$ cat config.mk
export PLATFORM = sky130hd
export DESIGN_NAME = serial_adder
export DESIGN_NICKNAME = d
export VERILOG_FILES = /design/src/rtl/serial_adder_pkg.sv /design/src/rtl/full_adder.sv /design/src/rtl/serial_adder.sv
export SDC_FILE = /design/constraint.sdc
export NUM_CORES = 1
export LEC_CHECK = 0
export BUFFER_PORTS_ARGS = -buffer_cell sky130_fd_sc_hd__buf_2
export CELL_PAD_IN_SITES_DETAIL_PLACEMENT = 1
export CELL_PAD_IN_SITES_GLOBAL_PLACEMENT = 1
export CORE_MARGIN = 5
export CORE_UTILIZATION = 43
export CTS_CLUSTER_SIZE = 24
export DETAILED_ROUTE_END_ITERATION = 10
export PLACE_DENSITY_LB_ADDON = 0.1
export SYNTH_ARGS = -nofsm -noshare
export SYNTH_HDL_FRONTEND = slang
export SYNTH_SLANG_ARGS = --single-unit
export TNS_END_PERCENT = 20
$ cat constraint.sdc
create_clock -name clk -period 2.4 [get_ports clk]
set_clock_uncertainty 0.15 [all_clocks]
set_input_delay 0.12 -clock clk [delete_from_list [all_inputs] [get_ports clk]]
set_output_delay 0.12 -clock clk [all_outputs]
set_load 0.01 [all_outputs]
$ cat src/rtl/serial_adder_pkg.sv
// Shared types and helpers for the bit-serial adder.
package serial_adder_pkg;

  typedef enum logic [1:0] {
    IDLE = 2'd0,
    RUN  = 2'd1,
    DONE = 2'd2
  } state_t;

  localparam int WIDTH_DEFAULT = 4;

  // Width of the bit counter that walks 0..width-1.
  function automatic int cnt_w(input int width);
    return $clog2(width);
  endfunction

endpackage

$ cat src/rtl/full_adder.sv
// Single-bit full adder cell shared by every bit position of the serial adder.
module full_adder (
  input  logic a,
  input  logic b,
  input  logic cin,
  output logic s,
  output logic cout
);

  // Sum is odd parity; carry is the majority of the three inputs.
  always_comb begin
    s    = a ^ b ^ cin;
    cout = (a & b) | (a & cin) | (b & cin);
  end

endmodule

$ cat src/rtl/serial_adder.sv
// Bit-serial adder: one full-adder cell, LSB first, one bit per clock.
// {Cout, sum} = A + B + Cin, presented with a one-cycle done pulse.
module serial_adder
  import serial_adder_pkg::*;
#(
  parameter int WIDTH = WIDTH_DEFAULT
) (
  input  logic             clk,
  input  logic             rst,
  input  logic             start,
  input  logic [WIDTH-1:0] A,
  input  logic [WIDTH-1:0] B,
  input  logic             Cin,
  output logic             busy,
  output logic             done,
  output logic [WIDTH-1:0] sum,
  output logic             Cout
);

  localparam int                 CNT_W = cnt_w(WIDTH);
  localparam logic [CNT_W-1:0]   LAST  = CNT_W'(WIDTH - 1);

  state_t             state;
  logic [WIDTH-1:0]   opa;
  logic [WIDTH-1:0]   opb;
  // Low result bits collected so far; the MSB comes straight from the cell
  // on the final RUN cycle, so only WIDTH-1 bits need storing.
  logic [WIDTH-2:0]   work;
  logic               carry;
  logic [CNT_W-1:0]   cnt;

  logic               fa_s;
  logic               fa_c;

  full_adder u_fa (
    .a   (opa[0]),
    .b   (opb[0]),
    .cin (carry),
    .s   (fa_s),
    .cout(fa_c)
  );

  // Control FSM and serial datapath; busy/done/sum/Cout are all registered.
  always_ff @(posedge clk) begin
    if (rst) begin
      state <= IDLE;
      busy  <= 1'b0;
      done  <= 1'b0;
      sum   <= '0;
      Cout  <= 1'b0;
      opa   <= '0;
      opb   <= '0;
      work  <= '0;
      carry <= 1'b0;
      cnt   <= '0;
    end else begin
      case (state)
        IDLE: begin
          done <= 1'b0;
          if (start) begin
            opa   <= A;
            opb   <= B;
            carry <= Cin;
            work  <= '0;
            cnt   <= '0;
            busy  <= 1'b1;
            state <= RUN;
          end
        end

        RUN: begin
          // start is deliberately ignored here: no queuing, no resampling.
          opa   <= opa >> 1;
          opb   <= opb >> 1;
          carry <= fa_c;
          work  <= (WIDTH-1)'({fa_s, work} >> 1);
          if (cnt == LAST) begin
            sum   <= {fa_s, work};
            Cout  <= fa_c;
            busy  <= 1'b0;
            done  <= 1'b1;
            state <= DONE;
          end else begin
            cnt <= cnt + 1'b1;
          end
        end

        DONE: begin
          done <= 1'b0;
          if (start) begin
            // Back-to-back request: go straight to RUN without an IDLE cycle.
            opa   <= A;
            opb   <= B;
            carry <= Cin;
            work  <= '0;
            cnt   <= '0;
            busy  <= 1'b1;
            state <= RUN;
          end else begin
            state <= IDLE;
          end
        end

        default: begin
          busy  <= 1'b0;
          done  <= 1'b0;
          state <= IDLE;
        end
      endcase
    end
  end

endmodule

### Yosys cells after proc, flatten, opt, wreduce, memory -nomap -nowiden

Cells that the tools add are included.
Widths: inputs -> output; s select.

* equal/unequal tests: 7
* $add $sub $neg: 1
* muxes and demuxes: 18
* reduce and logical (&&, ||, !) cells: 9
* bitwise gates (word level): 8

Operators with widths (count)
* $pmux 4 s2: 2
* $mux 2: 4
* $mux 4: 2
* $reduce_and 2->1: 4
* $ne 2x2->1 const B: 3
* $pmux 2 s3: 1
* $pmux 3 s2: 1
* $eq 2x2->1 const B: 2
* $mux 1: 4
* $pmux 1 s2: 2
* $pmux 2 s2: 1
* $reduce_or 2->1: 2
* $and 1x1->1: 3
* $mux 3: 1
* $reduce_and 3->1: 1
* $add 2x1->2 const B: 1
* $eq 2x1->1 const B: 1
* $logic_not 2->1: 1
* $ne 2x1->1 const B: 1
* $or 1x1->1: 2
* $reduce_bool 2->1: 1
* $xor 1x1->1: 2
* $not 1->1: 1

* output and inout port bits: 7
* bits in registers: 23
* word-level logic and storage cells: 53
* bits of input ports: 12

### Longest topological paths before layout

* depth after elaboration: 4
* depth in mapped cells: 5
* gate-level depth less buffers: 4

### Cells and area by module

A second synthesis with hierarchy kept.

* cells, all modules: 111
* area total of the unflattened synthesis: 1113.6 um^2

By module, submodules not included
* serial_adder: seq. area each 460.4 um^2, area an instance 1093.5 um^2, instances 1, cells an instance 110
* full_adder: seq. area each 0.0 um^2, area an instance 20.0 um^2, instances 1, cells an instance 1

### Worst setup path before layout

OpenSTA, ideal clock, no wires.

* path kind: register -> register
* start point: register cnt[0]
* end point: register cnt[1]
* setup slack: 945 ps
* library setup time: 132 ps
* period minus slack after synthesis: 1455 ps
* stages on the path, launching flop included: 6
* required time: 2118 ps
* arrival time: 1173 ps
* buffers on the path: 1
* path through: dfxtp_1 ha_1 buf_2 or3b_1 nand3_1 a21oi_1

* cells in the longest elaborated chain, start to end: 3
* elaborated cells on any way between the ends: 6
* classes of those cells: 1 x add/sub; 2 x eq/ne; 2 x mux; 1 x reduce/logical

Ends and longest elaborated chain
* start, declared: line serial_adder.sv:30 `logic [CNT_W-1:0] cnt;`
* start signal, assigned: line serial_adder.sv:84 `cnt <= cnt + 1'b1;`
* $add 2x1->2 / $eq 2x2->1 (equally long branches): line serial_adder.sv:84, serial_adder.sv:77
* $mux 2 / $ne 2x2->1 (equally long branches)
* $pmux 2 s2 / $reduce_and 3->1 (equally long branches)

Parallel ways exist; a longest one is shown, timed or not. The select of a mux whose other input is x is not followed.
A chain may end at the register's enable or synchronous reset.

### Worst setup path in the final report

* start point: register state[0]
* end point: register cnt[0]

* cells in the longest elaborated chain, start to end: 4
* elaborated cells on any way between the ends: 9
* classes of those cells: 4 x eq/ne; 1 x mux; 4 x reduce/logical

Ends and longest elaborated chain
* start, declared: line serial_adder.sv:23 `state_t state;`
* start signal, assigned: line serial_adder.sv:46 `state <= IDLE;`
* start signal, assigned: line serial_adder.sv:67 `state <= RUN;`
* start signal, assigned: line serial_adder.sv:82 `state <= DONE;`
* $eq 2x2->1 / $logic_not 2->1 (equally long branches): line serial_adder.sv:57 `case (state)`
* $reduce_or 2->1 (no source line)
* $ne 2x1->1 (no source line) / $reduce_bool 2->1 (equally long branches)
* $reduce_and 3->1 (no source line)

Parallel ways exist; a longest one is shown, timed or not.

==> results_dict.tcl <==
set metrics [dict create \
    status "finished clean" \
    cp.required_ns 2.49 \
    async_flop_share 0 \
    min_path_type "primary input to flip-flop" \
    die_h_um 58.3 \
    fin_crit_ns 1.68 \
    cp_num_cells 4 \
    synth_edf_count 0 \
    cts_buffer_depth 2 \
    fmax_mhz 596 \
    total_power_uw 723 \
    placed_area_um2 1080 \
    synthAdderAreaFrac 0.0325 \
    cp-start-kind "flip-flop" \
    drc 0 \
    firstDrtPassIters 4 \
    ant_nets 0 \
    post-cts-setup-buffers 0 \
    numCtsBuffers 3 \
    hold_path_depth 3 \
    routabilityCongestion 0.766 \
    coreArea_um2 2210 \
    finalCritPeriodShare 0.699 \
    drv_slew 0 \
    whs_ns 0.0138 \
    syn_nets 118 \
    fp.dieW_um 58.3 \
    syn_inst 104 \
    area_delta_synth_final_pct 14.9 \
    grt_pass1_wl_mm 3.75 \
    rsz0062_at_grt "no" \
    finish.utilization 0.520 \
    clk_latency_ns 0.31 \
    layout-drive-gt1-share 0.250 \
    ys_ff_latch 23 \
    synth-simple-area-share 0.243 \
    setup_violations 0 \
    yosys_warnings 0 \
    port_buffers 18 \
    drt-total-wl_mm 2.21 \
    vdd_drop_max_mv 0.344 \
    max_stage_delay_ns 0.48 \
    path_buf_inv 1 \
    grt_max_degree 24 \
    r2r_start "state[0]$_SDFFE_PP0P_" \
    crit_chain "buf_4, nand2b_1, nand2_1, a211oi_2" \
    yosys-top-cells-area "dfxtp_1 46%, mux2i_1 7.0%, a21oi_1 6.5%" \
    pin_count 19 \
    synth_top_family_by_area "simple AND/OR/NAND/NOR gates" \
    multiInputGateArea_um2 492 \
    rows 17 \
    critPathKind "flip-flop to flip-flop" \
    worstMarginPinSlew_ns 0.457 \
    r2r_cells 4 \
    n_fill_cell 274 \
    min_from "A[0]" \
    htreeDepth 1 \
    register_area_um2 460 \
    cp.arrival_ns 1.77 \
    ff2ff_setup_slack_ns 0.72 \
    cts_tree "done" \
    cpMaxStageDelayCell "dfxtp_1" \
    initial_core_util 0.453 \
    crit_family "simple AND/OR/NAND/NOR gates" \
    synth_xor_area_frac 0 \
    syn_area_um2 1000 \
    yosysMostFrequentCell "dfxtp_1" \
    dp_hpwl_mm 1.62 \
    grt_overflow 0 \
    p_leak_nw 0.453 \
    critPathCaptureType "flip-flop" \
    final-hold-violation-count 0 \
    layout.nets 139 \
    p_per_area_nw_per_um2 628 \
    vias_per_cell 5.37 \
    dr.first_iter.drc_count 12 \
    syn_avg_cell_area_um2 9.64 \
    finalSetupTns_ns 0 \
    relSlewSlack 0.695 \
    grt_pass1_vias 835 \
    synth_compound_gate_area_share 0.145 \
    n_antenna_cell 0 \
    synth_top_cell_by_area "dfxtp_1" \
    cts_root_buf "clkbuf_4" \
    cts.sinks 23 \
    crit_path_max_fanout 9 \
    synthFlopType "dfxtp_1" \
    min_to "opa[0]$_SDFFE_PP0P_" \
    wl_per_cell_um 14.5 \
    post-route-cell-area_um2 1150 \
    design.die.area_um2 3400 \
    clk_pin_slew_ns 0.13 \
    grt_use_total 0.146 \
    muxShareOfSynthArea 0.0699 \
    ys_seq_area_frac 0.459 \
    drv_cap 0 \
    vias 816 \
    synth_cell_types 25 \
    synth_top_area_share 0.459 \
    r2r_end "cnt[0]$_SDFFE_PP0P_" \
    grt_antenna_before_repair 0 \
    synth_commonest_cells "23 x dfxtp_1, 13 x a21oi_1, 12 x nand2_1, 11 x nand3_1, 7 x mux2i_1" \
]
## area by class of cell
type                       instances  share of cell area
multi-input combinational         74               0.427
sequential                        23               0.400
timing repair buffer              23               0.120
tap                               28              0.0304
clock buffer                       4              0.0228
## where the power goes
group	internal, mW	total (mW)	leakage (nW)	switching (mW)
clock	0.0650	0.182	0.0150	0.117
combinational	0.0547	0.119	0.250	0.0645
sequential	0.404	0.422	0.188	0.0175
## cell families after synthesis
family / count (synthesis)
simple gates: 43
flops: 23
compound gates: 22
buf+inv: 7
mux: 7
fa+ha+maj: 2
## state kept, by name (all words and copies together) (netlist names)
signal	count
Cout	1
busy	1
carry	1
cnt	2
done	1
opa	4
opb	4
state	2
sum	4
work	3
## what timing repair did
action,4_1_cts,5_1_grt
resized for setup,0,0
endpoints found under the hold margin,3,1
hold buffers,3,1
## worst register-to-register path, stage by stage, from the launching register on
cell	delay, ns
dfxtp_1	0.48
buf_4	0.22
nand2b_1	0.36
nand2_1	0.13
a211oi_2	0.26
## placed cells by master (no fill, tap or decap), types with 2 or more instances in the layout
cell / instances
clkbuf_4: 3
nand3_1: 11
a211oi_1: 5
nor2_1: 4
nor3_2: 2
dfxtp_1: 23
a21oi_1: 13
dlygate4sd3_1: 4
nor3_1: 6
nand2_1: 12
mux2i_1: 7
buf_2: 18
a211oi_2: 3
## per-layer routing
layer,wire (um),vias up,global-route usage
li1,-,409,-
met1,967,388,0.168
met2,1120,15,0.257
met3,83,4,0.0267
met4,42,0,0.0695
met5,0,-,0
## metrics by stage
stage / instances / setup WS, ns
after floorplan: 104 / 0.945
after global placement: 144 / 0.842
after detailed placement: 144 / 0.765
after CTS: 151 / 0.709
after global routing: 152 / 0.594
final: 152 / 0.721
## worst max path at each step
stage          slack, ns             endpoint             startpoint
3_3_place_gp        0.84  cnt[0]$_SDFFE_PP0P_    cnt[0]$_SDFFE_PP0P_
6_report            0.72  cnt[0]$_SDFFE_PP0P_  state[0]$_SDFFE_PP0P_
3_5_place_dp        0.77  cnt[0]$_SDFFE_PP0P_  state[0]$_SDFFE_PP0P_
2_1_floorplan       0.94  cnt[1]$_SDFFE_PP0P_    cnt[0]$_SDFFE_PP0P_
5_1_grt             0.59  opb[0]$_SDFFE_PP0P_  state[0]$_SDFFE_PP0P_
4_1_cts             0.71  opa[0]$_SDFFE_PP0P_  state[0]$_SDFFE_PP0P_
(Power assumes the default switching activity.)
